$ cat src/rtl/sr_bank_driver.sv
// sr_bank_driver: turns requested target values into S/R pulses for a bank of SR flops.
// Optional readback check enabled by defining SR_BANK_DRIVER_VERIFY_EN.
module sr_bank_driver #(
   parameter int unsigned WIDTH     = 8,
   parameter int unsigned PULSE_CYC = 1,
   parameter int unsigned GAP_CYC   = 1
) (
   input  logic             clk,
   input  logic             rst,
   input  logic             req_valid,
   input  logic [WIDTH-1:0] req_data,
   output logic             req_ready,
   output logic [WIDTH-1:0] s_out,
   output logic [WIDTH-1:0] r_out,
   output logic [WIDTH-1:0] shadow_q,
   output logic             busy,
   input  logic [WIDTH-1:0] q_in,
   input  logic             err_clr,
   output logic             mismatch
);

   localparam int unsigned CMAX = (PULSE_CYC > GAP_CYC) ? PULSE_CYC : GAP_CYC;
   localparam int unsigned CW   = (CMAX > 1) ? $clog2(CMAX) : 1;
   localparam logic [CW-1:0] PULSE_LOAD = CW'(PULSE_CYC - 1);
   localparam logic [CW-1:0] GAP_LOAD   = (GAP_CYC > 0) ? CW'(GAP_CYC - 1) : '0;

   typedef enum logic [1:0] {
      IDLE,
      DRIVE,
      GAP
   } state_t;

   state_t           state, state_nxt;
   logic [CW-1:0]    cnt, cnt_nxt;
   logic [WIDTH-1:0] target, target_nxt;
   logic [WIDTH-1:0] s_nxt, r_nxt, shadow_nxt;
   logic [WIDTH-1:0] set_m, clr_m;
   logic             drive_exit;

   // Only bits that actually differ from the shadow get a pulse, so S and R never overlap.
   assign set_m = req_data & ~shadow_q;
   assign clr_m = ~req_data & shadow_q;

   assign req_ready = (state == IDLE);
   assign busy      = (state != IDLE);

   always_ff @(posedge clk or posedge rst) begin
      if (rst) begin
         state    <= IDLE;
         cnt      <= '0;
         target   <= '0;
         s_out    <= '0;
         r_out    <= '0;
         shadow_q <= '0;
      end else begin
         state    <= state_nxt;
         cnt      <= cnt_nxt;
         target   <= target_nxt;
         s_out    <= s_nxt;
         r_out    <= r_nxt;
         shadow_q <= shadow_nxt;
      end
   end

   always_comb begin
      state_nxt  = state;
      cnt_nxt    = cnt;
      target_nxt = target;
      s_nxt      = s_out;
      r_nxt      = r_out;
      shadow_nxt = shadow_q;
      drive_exit = 1'b0;
      case (state)
         IDLE: begin
            s_nxt = '0;
            r_nxt = '0;
            if (req_valid && ((set_m | clr_m) != '0)) begin
               s_nxt      = set_m;
               r_nxt      = clr_m;
               target_nxt = req_data;
               cnt_nxt    = PULSE_LOAD;
               state_nxt  = DRIVE;
            end
         end
         DRIVE: begin
            if (cnt != '0) begin
               cnt_nxt = cnt - 1'b1;
            end else begin
               s_nxt      = '0;
               r_nxt      = '0;
               shadow_nxt = target;
               drive_exit = 1'b1;
               if (GAP_CYC > 0) begin
                  cnt_nxt   = GAP_LOAD;
                  state_nxt = GAP;
               end else begin
                  cnt_nxt   = '0;
                  state_nxt = IDLE;
               end
            end
         end
         GAP: begin
            s_nxt = '0;
            r_nxt = '0;
            if (cnt != '0) begin
               cnt_nxt = cnt - 1'b1;
            end else begin
               state_nxt = IDLE;
            end
         end
         default: begin
            s_nxt     = '0;
            r_nxt     = '0;
            cnt_nxt   = '0;
            state_nxt = IDLE;
         end
      endcase
   end

`ifdef SR_BANK_DRIVER_VERIFY_EN
   logic check_pend;

   // Compare runs one edge after shadow_q takes the new target, independent of FSM state.
   always_ff @(posedge clk or posedge rst) begin
      if (rst) begin
         check_pend <= 1'b0;
         mismatch   <= 1'b0;
      end else begin
         check_pend <= drive_exit;
         if (err_clr) begin
            mismatch <= 1'b0;
         end else if (check_pend && (q_in != shadow_q)) begin
            mismatch <= 1'b1;
         end
      end
   end
`else
   logic unused_ok;
   assign unused_ok = ^{q_in, err_clr, drive_exit};
   assign mismatch  = 1'b0;
`endif

endmodule

$ cat config.mk
export PLATFORM = sky130hd
export DESIGN_NAME = sr_bank_driver
export DESIGN_NICKNAME = d
export VERILOG_FILES = /design/src/rtl/sr_bank_driver.sv
export SDC_FILE = /design/constraint.sdc
export NUM_CORES = 1
export LEC_CHECK = 0
export ABC_AREA = 1
export CAP_MARGIN = 15
export CORE_MARGIN = 10
export CORE_UTILIZATION = 40
export CTS_CLUSTER_DIAMETER = 50
export DETAILED_ROUTE_END_ITERATION = 12
export HOLD_SLACK_MARGIN = 0.08
export PLACE_DENSITY = 0.7
export SYNTH_ARGS = -nofsm -noshare
export SYNTH_HDL_FRONTEND = slang
export SYNTH_SLANG_ARGS = --single-unit
$ cat constraint.sdc
create_clock -name clk -period 1.92 [get_ports clk]
set_input_delay 0.288 -clock clk [delete_from_list [all_inputs] [get_ports clk]]
set_output_delay 0.288 -clock clk [all_outputs]
set_load 0.05 [all_outputs]
After elaboration in Yosys (flattened, before gate mapping)
Index checks and enable logic that the tools add are counted.
{"block": "totals", "in_bits": 20, "latchBits": 0, "out_inout_bits": 27, "romBits": 0, "word_cells": 38, "memories": 0, "mem_bits_rw": 0, "reg_bits": 35}
{"block": "op_classes", "n_addsub": 1, "eq_ne": 5, "n_lt_le_gt_ge": 0, "multipliers": 0, "n_reduce_logical": 8, "shift": 0, "n_bitwise": 6, "div": 0, "mux": 12}
{"cell": "case mux 8 bit (2 select lines)", "count": 2}
{"cell": "two-way mux 8 bit", "count": 3}
{"cell": "AND 8 bit", "count": 2}
{"cell": "inverter 8 bit", "count": 2}
{"cell": "OR 8 bit", "count": 1}
{"cell": "nonzero test 8 bit", "count": 1}
{"cell": "two-way mux 2 bit", "count": 3}
{"cell": "case mux 2 bit (3 select lines)", "count": 1}
{"cell": "inequality test 2 bit, second input constant", "count": 2}
{"cell": "AND reduction 2 bit", "count": 2}
{"cell": "AND reduction 3 bit", "count": 1}
{"cell": "equality test 2 x 1 -> 1 bit, second input constant", "count": 1}
{"cell": "equality test 2 bit, second input constant", "count": 1}
{"cell": "zero test 2 bit", "count": 1}
{"cell": "two-way mux 1 bit", "count": 2}
{"cell": "inequality test 2 x 1 -> 1 bit, second input constant", "count": 1}
{"cell": "case mux 1 bit (2 select lines)", "count": 1}
{"cell": "nonzero test 2 bit", "count": 1}
{"cell": "OR reduction 2 bit", "count": 1}
{"cell": "logical AND 1 bit", "count": 1}
{"cell": "inverter 1 bit", "count": 1}
{"cell": "subtractor 1 bit, second input constant", "count": 1}

Logic depth before layout (Yosys ltp)
Gate-level depths: netlist of the first run.
{"block": "depth", "word_depth": 7, "depth_mapped": 9, "mapped_depth_nobuf": 8}

Worst setup path before layout of the first run
No wires, ideal clock.
{"block": "synth_path", "kind": "flip-flop to flip-flop", "startpoint": "register shadow_q[7]", "endpoint": "register target[0]", "stages_incl_launch_ff": 9, "period_less_slack_ns": 1.648, "setup_slack_ns": 0.272, "required_ns": 1.803, "t_arrival_ns": 1.530, "path_buffers": 1, "setup_time_ns": 0.117, "path_cell_list": "dfrtp_1 -> ha_1 -> nand2_1 -> nor2_4 -> nand2_4 -> nand3_4 -> buf_8 -> nand2_2 -> nand2_1"}
{"block": "synth_via", "elab_chain_cells": 6, "word_cells_on_any_way": 7, "classes_between": "4 x bitwise; 3 x reduce/logical"}
{"item": "from (decl)", "line_no": "15", "source": "output logic [WIDTH-1:0] shadow_q,"}
{"item": "from (signal assigned)", "line_no": "61", "source": "shadow_q <= shadow_nxt;"}
{"item": "inverter 8 bit", "line_no": "41", "source": "assign set_m = req_data & ~shadow_q;"}
{"item": "AND 8 bit", "line_no": "41"}
{"item": "OR 8 bit (*)", "line_no": "77", "source": "if (req_valid && ((set_m | clr_m) != '0)) begin"}
{"item": "nonzero test 8 bit (*)", "line_no": "77"}
{"item": "logical AND 1 bit (*)", "line_no": "77"}
{"item": "AND reduction 2 bit (no source line) (*)"}
{"item": "to (signal assigned)", "line_no": "58", "source": "target <= target_nxt;"}
{"item": "to (decl)", "line_no": "35", "source": "logic [WIDTH-1:0] target, target_nxt;"}
Mark *: on every way between the ends. The rest lies on a longest branch, timed or not.
A chain may end at the register's enable or synchronous reset.

Worst setup path in the final report of the first run
{"block": "layout_path", "startpoint": "register shadow_q[5]", "endpoint": "output port shadow_q[5]"}
No word-level cell between the ends.

==> results of run 1 <==
power breakdown:
group / internal (uW) / switching (uW)
Sequential: 900 / 121
Clock: 289 / 244
Combinational: 462 / 888
metal layers:
metal | share of wire, % | GRT usage [%]
met5 | 0 | 0
met4 | 1.7 | 4.01
met3 | 8.8 | 4.32
met2 | 52 | 18.9
met1 | 38 | 12.1
area by class of cell:
type                            count  area, sq um  share of cell area [%]
Inverter                           36          135                    6.22
Clock inverter                      1         5.00                   0.231
Multi-Input combinational cell     83          536                    24.7
Sequential cell                    34          851                    39.2
Clock buffer                        7         86.3                    3.98
Tap cell                           48         60.1                    2.77
Timing Repair Buffer               50          498                    22.9
layout by cell type, fill, tap and decap left out, drive strengths merged:
master / synthesis / routed
conb: 1 / 1
clkinv: 0 / 1
dfrtp: 34 / 34
buf: 6 / 16
nand3: 1 / 1
clkbuf: 0 / 7
inv: 36 / 36
o21ai: 8 / 8
ha: 16 / 16
nand2: 29 / 29
nand4: 8 / 8
clkdlybuf4s50: 0 / 34
nor2: 20 / 20
registers in the layout, summed over array words and instances, names as in the netlist:
name and cells:
s_out 8, target 8, state 2, shadow_q 8, r_out 8
logic make-up after synthesis:
kind of cell / Yosys count / synth area share (%)
DFF: 34 / 54.1
buffers and inverters: 42 / 11.9
AOI/OAI and AO/OA: 8 / 2.55
adders and majority gates: 16 / 12.7
and+or+nand+nor: 58 / 18.5
other: 1 / 0.238
worst min-delay path: stages:
cell and delay [ps]:
clkdlybuf4s50_1 390, inv_1 50, buf_4 370
worst min-delay path by stage:
stage,endpoint,depth (start not counted)
after floorplan,r_out[0]$_DFF_PP0_,1
after global placement,target[2]$_DFFE_PP0P_,2
after detailed placement,target[2]$_DFFE_PP0P_,2
after CTS,r_out[5]$_DFF_PP0_,3
after global routing,r_out[5]$_DFF_PP0_,3
final,r_out[6]$_DFF_PP0_,3
per-stage QoR:
step	instance area [sq um]	utilization, %	hold WS (ps)	setup WS (ps)
floorplan	1570	-	430	272
global placement	2080	55.5	454	102
detailed placement	2080	55.5	461	95.3
CTS	2170	58.0	410	120
global route	2170	58.0	433	77.0
finish	2170	58.0	399	143
==> results by group, run 1 <==
Timing
  – Rel. slew slack: 66.2%
  – Worst slew pin tran: approximately 510 ps
  – Hold Violations, Final: 0
  – Max Freq: about 560 MHz
  – Crit path time final: ~1800 ps
  – RSZ-0062 raised after global routing: false
  – Slew Limit Fails: 0
  – Clock skew: 7.71 ps
  – Setup_tns: 0 ps
  – # setup viols final: 0
  – Period utilisation layout: 92.6%

Placed design
  – Inst Count DP: 251
  – Port bufs: 36
  – DP HPWL: approximately 2400 um
  – Placer Congestion: between 0.7 and 0.8

Clocking
  – Clk pin slew, worst setup/hold paths: 70 ps
  – Clock Sink Count: 34
  – CTS Hold Buffers Added: 0
  – Max clock buf depth: 2
  – Root Driver: clkbuf_8
  – Clk_lat worst skew: 280 ps
  – Post-cts repair resize count: 0
  – H-tree levels: 2
  – CTS tree: yes
  – # Post-CTS Setup Buffers: 0
  – CTS buffer count: 5

Global route
  – Largest net degree at the start of global routing: 35
  – All-Layer GR Usage: approximately 11%
  – Number of global-route vias before repair: about 1.2k
  – First-pass GRT wire length: 5810 um
  – Initial antenna violation count: 0
  – GRT overflow: 0

Drt
  – DRC: 0
  – Vias: 1148
  – Per-cell routed wire length: about 13 um
  – DRT Pass-1 Iters: 4
  – Drt via density: about 4.4
  – DR iter-0 viols: 27
  – DRT Wirelength: between 3000 and 4000 um
  – Remaining antenna violation count after routing: 0

Synthesis
  – Register bit count reported by yosys: 34
  – Syn Inst Count: roughly 160
  – Number of flops mapped to enable cells by yosys: 0
  – Share of the synthesized area in the top cell type: ~54%
  – Most frequently used flop master after synthesis: dfrtp_1
  – Dominant cells by area after synthesis: dfrtp_1 54%, ha_1 13%, inv_1 8.6%
  – Mapped Area: approximately 0.0016 sq mm
  – Sequential area share after synthesis: between 50% and 60%
  – Syn avg cell area: roughly 10 sq um
  – Most common cell in the netlist: inv_1
  – Synth warnings: 0
  – FFs w/ async S/R, synth: between 90% and 100%
  – Syn Nets: around 200
  – Yosys cell types: 17
  – Most instantiated cells after synthesis: 36 x inv_1, 34 x dfrtp_1, 25 x nand2_1
  – Area leader, netlist: dfrtp_1

Critical path
  – Launching point of the worst reg2reg path: shadow_q[4]$_DFFE_PP0N_
  – Worst EP arrival: approximately 1500 ps
  – Crit path max fanout: 3
  – Critical Path Source Type: flop
  – Cell count along the critical path: 1
  – Critical Path Sink Type: primary output
  – CP top delay family: buffers and inverters
  – Slowest CP cell: clkdlybuf4s50_1
  – Slowest stage delay, CP: 820 ps
  – FF-to-FF setup slack: 530 ps
  – Crit. Startpoint: shadow_q[5]$_DFFE_PP0N_
  – Critical Path End: shadow_q[5]
  – Crit path required time: roughly 1600 ps
  – CP cell instances: clkdlybuf4s50_1
  – Reg2reg path depth: 8
  – Critical path class: flop to primary output
  – Reg-to-reg critical path endpoint: target[2]$_DFFE_PP0P_
  – WP buf/inv: 1

Power and ir drop
  – Power Density: 1340 mW/mm^2
  – Peak VDD IR: a little under 600 uV
  – Pwr Total: approximately 2900 uW
  – Pleak: between 0.001 and 0.0015 uW

Floorplan
  – I/O Pins: 47
  – Core Area: 0.00374 sq mm
  – Die W: approximately 83 um
  – Starting Density: between 40% and 50%
  – FP Rows: 22
  – Die area: 0.00684 sq mm
  – Die Height: about 83 um

Final layout
  – N_diodes: 0
  – Fill cells: about 360
  – Nets: about 250
  – Area growth syn-to-layout: 38.0%
  – Share of cells above drive strength 1: between 10% and 20%
  – Layout Cells excl Fill: around 260

Hold path
  – Hold Crit Class: input port to asynchronous set/reset pin

Job
  – MaxCap Viol Count: 0

Run status
  – Status: finished clean
Note: power is estimated with default switching activity, not from simulation.
==> run 2, diff against run 1 <==
--- a/config.mk
+++ b/config.mk
@@ -9,6 +9,7 @@
 export CAP_MARGIN = 15
 export CORE_MARGIN = 10
 export CORE_UTILIZATION = 40
+export CTS_BUF_LIST = sky130_fd_sc_hd__clkbuf_4
 export CTS_CLUSTER_DIAMETER = 50
 export DETAILED_ROUTE_END_ITERATION = 12
 export HOLD_SLACK_MARGIN = 0.08
==> run 2 against run 1 <==
Effect of this change:
- setup slack got worse by 66 ps
- utilization is 1.0 points lower
- critical path type unchanged
- via count hardly changed
- flip-flop and latch count stayed put
- clock power down 29%
- power down 5.5%
- final cell count unchanged
- critical endpoint is now shadow_q[4]
- critical path depth unchanged
- first-iteration DRC count is 48% lower
==> results by group, run 2 (synthesized netlist as in run 1, its figures left out) <==
Run status
  – Status: finished clean

Hold path
  – Hold Crit Class: input port to asynchronous set/reset pin

Global route
  – Number of global-route vias before repair: 1196 (-1.6%)
  – All-Layer GR Usage: 10.6% (-0.47 points)
  – Initial antenna violation count: 0 (unchanged)
  – First-pass GRT wire length: 5560 um (-4.3%)
  – Largest net degree at the start of global routing: 35 (unchanged)
  – GRT overflow: 0 (unchanged)

Timing
  – Slew Limit Fails: 0 (unchanged)
  – Clock skew: 12.4 ps (+4.73 ps)
  – Crit path time final: 1840 ps (+66.4 ps)
  – Hold slack: 338 ps (-60.9 ps)
  – # setup viols final: 0 (unchanged)
  – Setup_tns: 0 ps (unchanged)
  – Max Freq: 542 MHz (-3.6%)
  – RSZ-0062 raised after global routing: false
  – Rel. slew slack: 66.2% (unchanged)
  – Worst slew pin tran: 506 ps (-0.00113 ps)
  – Period utilisation layout: 96.0% (+3.5 points)
  – Hold Violations, Final: 0 (unchanged)

Critical path
  – Crit path required time: 1630 ps (about the same)
  – Critical Path Sink Type: primary output
  – Crit path max fanout: 3 (unchanged)
  – Reg-to-reg critical path endpoint: target[4]$_DFFE_PP0P_
  – WP buf/inv: 1 (unchanged)
  – Slowest stage delay, CP: 820 ps (about the same)
  – Worst EP arrival: 1560 ps (+70 ps)
  – Critical Path Source Type: flop
  – Slowest CP cell: clkdlybuf4s50_1
  – Critical path class: flop to primary output
  – CP cell instances: clkdlybuf4s50_1
  – Reg2reg path depth: 8 (unchanged)
  – Launching point of the worst reg2reg path: shadow_q[4]$_DFFE_PP0N_
  – CP top delay family: buffers and inverters
  – FF-to-FF setup slack: 520 ps (about the same)

Drt
  – DRC: 0 (unchanged)
  – DRT Wirelength: 3150 um (-3.5%)
  – DR iter-0 viols: 14 (-48%)
  – Per-cell routed wire length: 12.2 um (-3.5%)
  – Vias: 1149 (+0.087%)
  – Drt via density: 4.44 (about the same)
  – Remaining antenna violation count after routing: 0 (unchanged)
  – DRT Pass-1 Iters: 4 (unchanged)

Clocking
  – CTS Hold Buffers Added: 0 (unchanged)
  – # Post-CTS Setup Buffers: 0 (unchanged)
  – Clk_lat worst skew: 330 ps (+50 ps)
  – Clk pin slew, worst setup/hold paths: 110 ps (+40 ps)
  – CTS tree: yes
  – Post-cts repair resize count: 0 (unchanged)
  – Max clock buf depth: 2 (unchanged)
  – CTS buffer count: 5 (unchanged)
  – H-tree levels: 2 (unchanged)
  – Root Driver: clkbuf_4
  – Clock Sink Count: 34 (unchanged)

Final layout
  – Share of cells above drive strength 1: 15.2% (unchanged)
  – Most common cell after layout, fill and taps aside: inv_1
  – Fill cells: 362 (+1.4%)
  – Commonest non-fill, non-tap cells in the layout: 36 x inv_1, 34 x clkdlybuf4s50_1, 34 x dfrtp_1
  – Nets: 246 (unchanged)
  – Sequential cell area: 851 sq um (unchanged)
  – Area occupied by multi-input gates: 536 sq um (unchanged)
  – Final Cell Area: 0.00213 sq mm (-1.7%)
  – N_diodes: 0 (unchanged)
  – Area growth syn-to-layout: 35.6%

Power and ir drop
  – Peak VDD IR: 583 uV (-0.66%)
  – Pleak: 0.00111 uW (-1.4%)
  – Int Power: 1510 uW (-8.5%)
  – Sw power: 1230 uW (-1.6%)
  – Part of the power in registers: 37.1% (+1.9 points)
  – Clock power frac: 13.9% (-4.4 points)
  – Sw Share: 44.9% (+1.8 points)
  – Power Density: 1290 mW/mm^2 (-3.9%)
  – Combinational Power Share: 49.0% (+2.5 points)

Placed design
  – DP HPWL: 2410 um (unchanged)
  – Placer Congestion: 0.747 (unchanged)
  – Port bufs: 36 (unchanged)
  – Dpl cell area: 0.00208 sq mm (unchanged)

Job
  – MaxCap Viol Count: 0 (unchanged)

Floorplan
  – I/O Pins: 47 (unchanged)
  – Core Area: 0.00374 sq mm (unchanged)
  – Die area: 0.00684 sq mm (unchanged)
  – Die Height: 82.7 um (unchanged)
  – Die W: 82.7 um (unchanged)
  – Starting Density: 42.0% (unchanged)
  – FP Rows: 22 (unchanged)
==> run 2: cell types whose count changed in the layout (fill, tap and decap cells not counted), sizes merged <==
| cell | before | now |
|---|---|---|
| clkbuf | 7 | 6 |
| clkinv | 1 | 2 |
==> run 2: area by class of cell <==
type                    instances  share of cell area (%)
flip-flops and latches         34                    39.9
multi-input cells              83                    25.1
repair buffers                 50                    23.3
inverters                      36                    6.33
well taps                      48                    2.82
clock buffers                   6                    2.11
clock inverters                 2                   0.411
==> run 2: how the worst max path moves through the flow <==
stage	from	to	slack, ps	cells after the start
floorplan	shadow_q[7]$_DFFE_PP0N_	target[0]$_DFFE_PP0P_	270	8
global placement	req_data[4]	target[5]$_DFFE_PP0P_	100	10
detailed placement	req_data[7]	target[5]$_DFFE_PP0P_	100	10
CTS	shadow_q[4]$_DFFE_PP0N_	shadow_q[4]	50	1
global route	shadow_q[0]$_DFFE_PP0N_	shadow_q[0]	30	1
finish	shadow_q[4]$_DFFE_PP0N_	shadow_q[4]	80	1
==> run 2: stage by stage <==
step,util (%),setup slack [ps],total power (uW),cells
after floorplan,-,272,1920,159
after global placement,55.5,102,2370,251
after detailed placement,55.5,95.3,2400,251
after CTS,57.0,47.0,2790,259
after global routing,57.0,26.2,2940,259
final,57.0,76.5,2740,259
==> run 2: routing by layer <==
| metal | vias up | wire length [um] | GRT usage [%] |
|---|---|---|---|
| met5 | - | 0 | 0 |
| met4 | 0 | 44 | 3.51 |
| met3 | 4 | 284 | 4.32 |
| met2 | 28 | 1630 | 18.4 |
| met1 | 545 | 1200 | 11.3 |
| li1 | 572 | - | - |
==> run 2: power groups by stage <==
stage	logic (uW)	clock network (uW)	registers [uW]
global route	1480	415	1050
floorplan	465	0	1460
global placement	1340	0	1030
CTS	1370	398	1020
finish	1340	381	1020
detailed placement	1360	0	1040
==> run 3, diff against run 2 <==
--- a/config.mk
+++ b/config.mk
@@ -7,13 +7,15 @@
 export LEC_CHECK = 0
 export ABC_AREA = 1
 export CAP_MARGIN = 15
+export CELL_PAD_IN_SITES_DETAIL_PLACEMENT = 0
+export CELL_PAD_IN_SITES_GLOBAL_PLACEMENT = 1
 export CORE_MARGIN = 10
-export CORE_UTILIZATION = 40
+export CORE_UTILIZATION = 33
 export CTS_BUF_LIST = sky130_fd_sc_hd__clkbuf_4
 export CTS_CLUSTER_DIAMETER = 50
 export DETAILED_ROUTE_END_ITERATION = 12
 export HOLD_SLACK_MARGIN = 0.08
-export PLACE_DENSITY = 0.7
+export PLACE_DENSITY_LB_ADDON = 0.1
 export SYNTH_ARGS = -nofsm -noshare
 export SYNTH_HDL_FRONTEND = slang
 export SYNTH_SLANG_ARGS = --single-unit
==> constraint.sdc (replaced) <==
create_clock -name clk -period 1.5 [get_ports clk]
set_input_delay 0.225 -clock clk [delete_from_list [all_inputs] [get_ports clk]]
set_output_delay 0.225 -clock clk [all_outputs]
set_load 0.05 [all_outputs]
==> run 3 against run 2 <==
Effect of this change:
- final cell count increased by 5.8%
- utilization shrank 7.5 points
- clock power up 31%
- die area up 16%
- clock-buffer cell count stayed put
==> results by group, run 3 (synthesized netlist as in run 1, its figures left out) <==
Floorplan
  – Starting Density: 33.7% (-8.3 points)
  – FP Rows: 25 (+14%)
  – Die Height: 89.0 um (+7.7%)
  – Die area: 0.00793 sq mm (+16%)
  – Die W: 89.0 um (+7.7%)
  – I/O Pins: 47 (unchanged)
  – Core Area: 0.00466 sq mm (+24%)

Final layout
  – Layout Cells excl Fill: 274 (+5.8%)
  – N_diodes: 0 (unchanged)
  – Final Cell Area: 0.00231 sq mm (+8.2%)
  – Commonest non-fill, non-tap cells in the layout: 36 x inv_1, 36 x buf_4, 26 x dfrtp_1
  – Share of cells above drive strength 1: 34.5% (+19 points)
  – Area growth syn-to-layout: 46.7%
  – Fill cells: 426 (+18%)
  – Final core utilization: 49.5% (-7.5 points)
  – Nets: 255 (+3.7%)

Critical path
  – CP cell instances: nor2_4 -> buf_6 -> buf_12
  – Slowest stage delay, CP: 440 ps (-380 ps)
  – WP buf/inv: 2 (+1)
  – Critical path class: flop to primary output
  – CP top delay family: flip-flops
  – Crit path max fanout: 4 (+1)
  – Crit path required time: 1270 ps (-360 ps)
  – Critical Path Sink Type: primary output
  – Critical Path Source Type: flop
  – Slowest CP cell: dfrtp_1
  – Worst EP arrival: 1200 ps (-360 ps)

Drt
  – Remaining antenna violation count after routing: 0 (unchanged)
  – Drt via density: 4.24 (-4.4%)
  – DR iter-0 viols: 50 (+36)
  – Per-cell routed wire length: 12.9 um (+5.7%)
  – DRC: 0 (unchanged)
  – DRT Pass-1 Iters: 4 (unchanged)
  – Vias: 1162 (+1.1%)
  – DRT Wirelength: 3520 um (+12%)

Timing
  – Slew Limit Fails: 0 (unchanged)
  – RSZ-0062 raised after global routing: true
  – # setup viols final: 0 (unchanged)
  – Clock skew: 7.83 ps (-4.61 ps)
  – Period utilisation layout: a little over nine tenths
  – Crit path time final: between 1000 and 1500 ps
  – Max Freq: 701 MHz
  – Hold slack: 230 ps (-109 ps)
  – Hold Violations, Final: 0 (unchanged)

Power and ir drop
  – Peak VDD IR: 836 uV (+43%)
  – Int Power: 2340 uW (+55%)
  – Sw power: 1710 uW (+39%)
  – Part of the power in registers: 32.5% (-4.6 points)
  – Clock power frac: 12.3% (-1.6 points)
  – Sw Share: 42.2% (-2.7 points)
  – Pwr Total: 4050 uW (+48%)
  – Combinational Power Share: 55.2% (+6.2 points)
  – Power Density: 1760 mW/mm^2 (+37%)
  – Pleak: 0.00122 uW (+10%)

Global route
  – Largest net degree at the start of global routing: 35 (unchanged)
  – All-Layer GR Usage: 10.0% (-0.55 points)
  – First-pass GRT wire length: 6050 um (+8.8%)
  – GRT overflow: 0 (unchanged)
  – Initial antenna violation count: 0 (unchanged)
  – Number of global-route vias before repair: 1303 (+8.9%)

Clocking
  – CTS buffer count: 5 (unchanged)
  – H-tree levels: 2 (unchanged)
  – Clk pin slew, worst setup/hold paths: 110 ps (about the same)
  – CTS Hold Buffers Added: 0 (unchanged)
  – Clock Sink Count: 34 (unchanged)
  – Clk_lat worst skew: 330 ps (about the same)
  – CTS tree: yes
  – Max clock buf depth: 2 (unchanged)
  – Root Driver: clkbuf_4

Placed design
  – Inst Count DP: 264 (+5.2%)
  – Dpl cell area: 0.00223 sq mm (+7.2%)
  – Placer Congestion: 0.729 (-2.5%)
  – DP HPWL: 2610 um (+8.6%)
  – Port bufs: 36 (unchanged)

Run status
  – Status: finished clean

Hold path
  – Hold Crit Class: input port to asynchronous set/reset pin

Job
  – MaxCap Viol Count: 0 (unchanged)
-- run 3: what timing repair did --
action,in CTS,in global routing
endpoints found under the setup margin,2,2
pin swaps,1,1
buffers inserted,0,2
gates cloned,0,0
resized for setup,1,1
-- run 3: area by class of cell --
cell class	count	area, sq um	area share, %
Inverter	36	135	5.86
Sequential cell	34	861	37.3
Multi-Input combinational cell	83	568	24.6
Clock inverter	2	8.76	0.380
Timing Repair Buffer	59	622	27.0
Clock buffer	6	45.0	1.95
Tap cell	54	67.6	2.93
-- run 3: per-stage QoR --
step | worst slack (ps) | setup TNS (ps)
2_1_floorplan | 0.271 | 0
3_3_place_gp | -230 | -5230
3_5_place_dp | -239 | -5400
4_1_cts | 12.8 | 0
5_1_grt | -5.24 | -5.24
6_report | 72.6 | 0
-- run 3: layer usage --
layer	global-route usage [%]	vias to the layer above	wire length, um
li1	-	587	-
met1	10.9	541	1450
met2	16.5	28	1730
met3	4.56	6	279
met4	4.34	0	63
met5	0	-	0
-- run 3: worst paths after layout --
path	startpoint	to	slack [ps]	cells after the start
worst max-delay path	state[1]$_DFFE_PP0P_	req_ready	70	3
max in group asynchronous	rst	shadow_q[7]$_DFFE_PP0N_	1080	3
min in group clk	target[5]$_DFFE_PP0P_	target[5]$_DFFE_PP0P_	490	2
worst min-delay path	rst	s_out[2]$_DFF_PP0_	230	3
worst min register to register	target[5]$_DFFE_PP0P_	target[5]$_DFFE_PP0P_	490	2
worst max register to register	shadow_q[7]$_DFFE_PP0N_	target[7]$_DFFE_PP0P_	100	7
-- run 3: power by group through the flow --
| stage | combinational (uW) | sequential [uW] | clock (uW) |
|---|---|---|---|
| 5_1_grt | 2430 | 1350 | 582 |
| 2_1_floorplan | 617 | 1900 | 0 |
| 4_1_cts | 2230 | 1330 | 531 |
| 3_3_place_gp | 2200 | 1330 | 0 |
| 6_report | 2240 | 1320 | 499 |
| 3_5_place_dp | 2220 | 1350 | 0 |
-- run 3: worst reg2reg max path, stage by stage, from the launching register on --
cell and delay (ps):
dfrtp_2 460, ha_4 270, nand2_1 70, nor2_4 140, nand2_4 70, buf_4 160, nand4_1 70, nand2_1 60
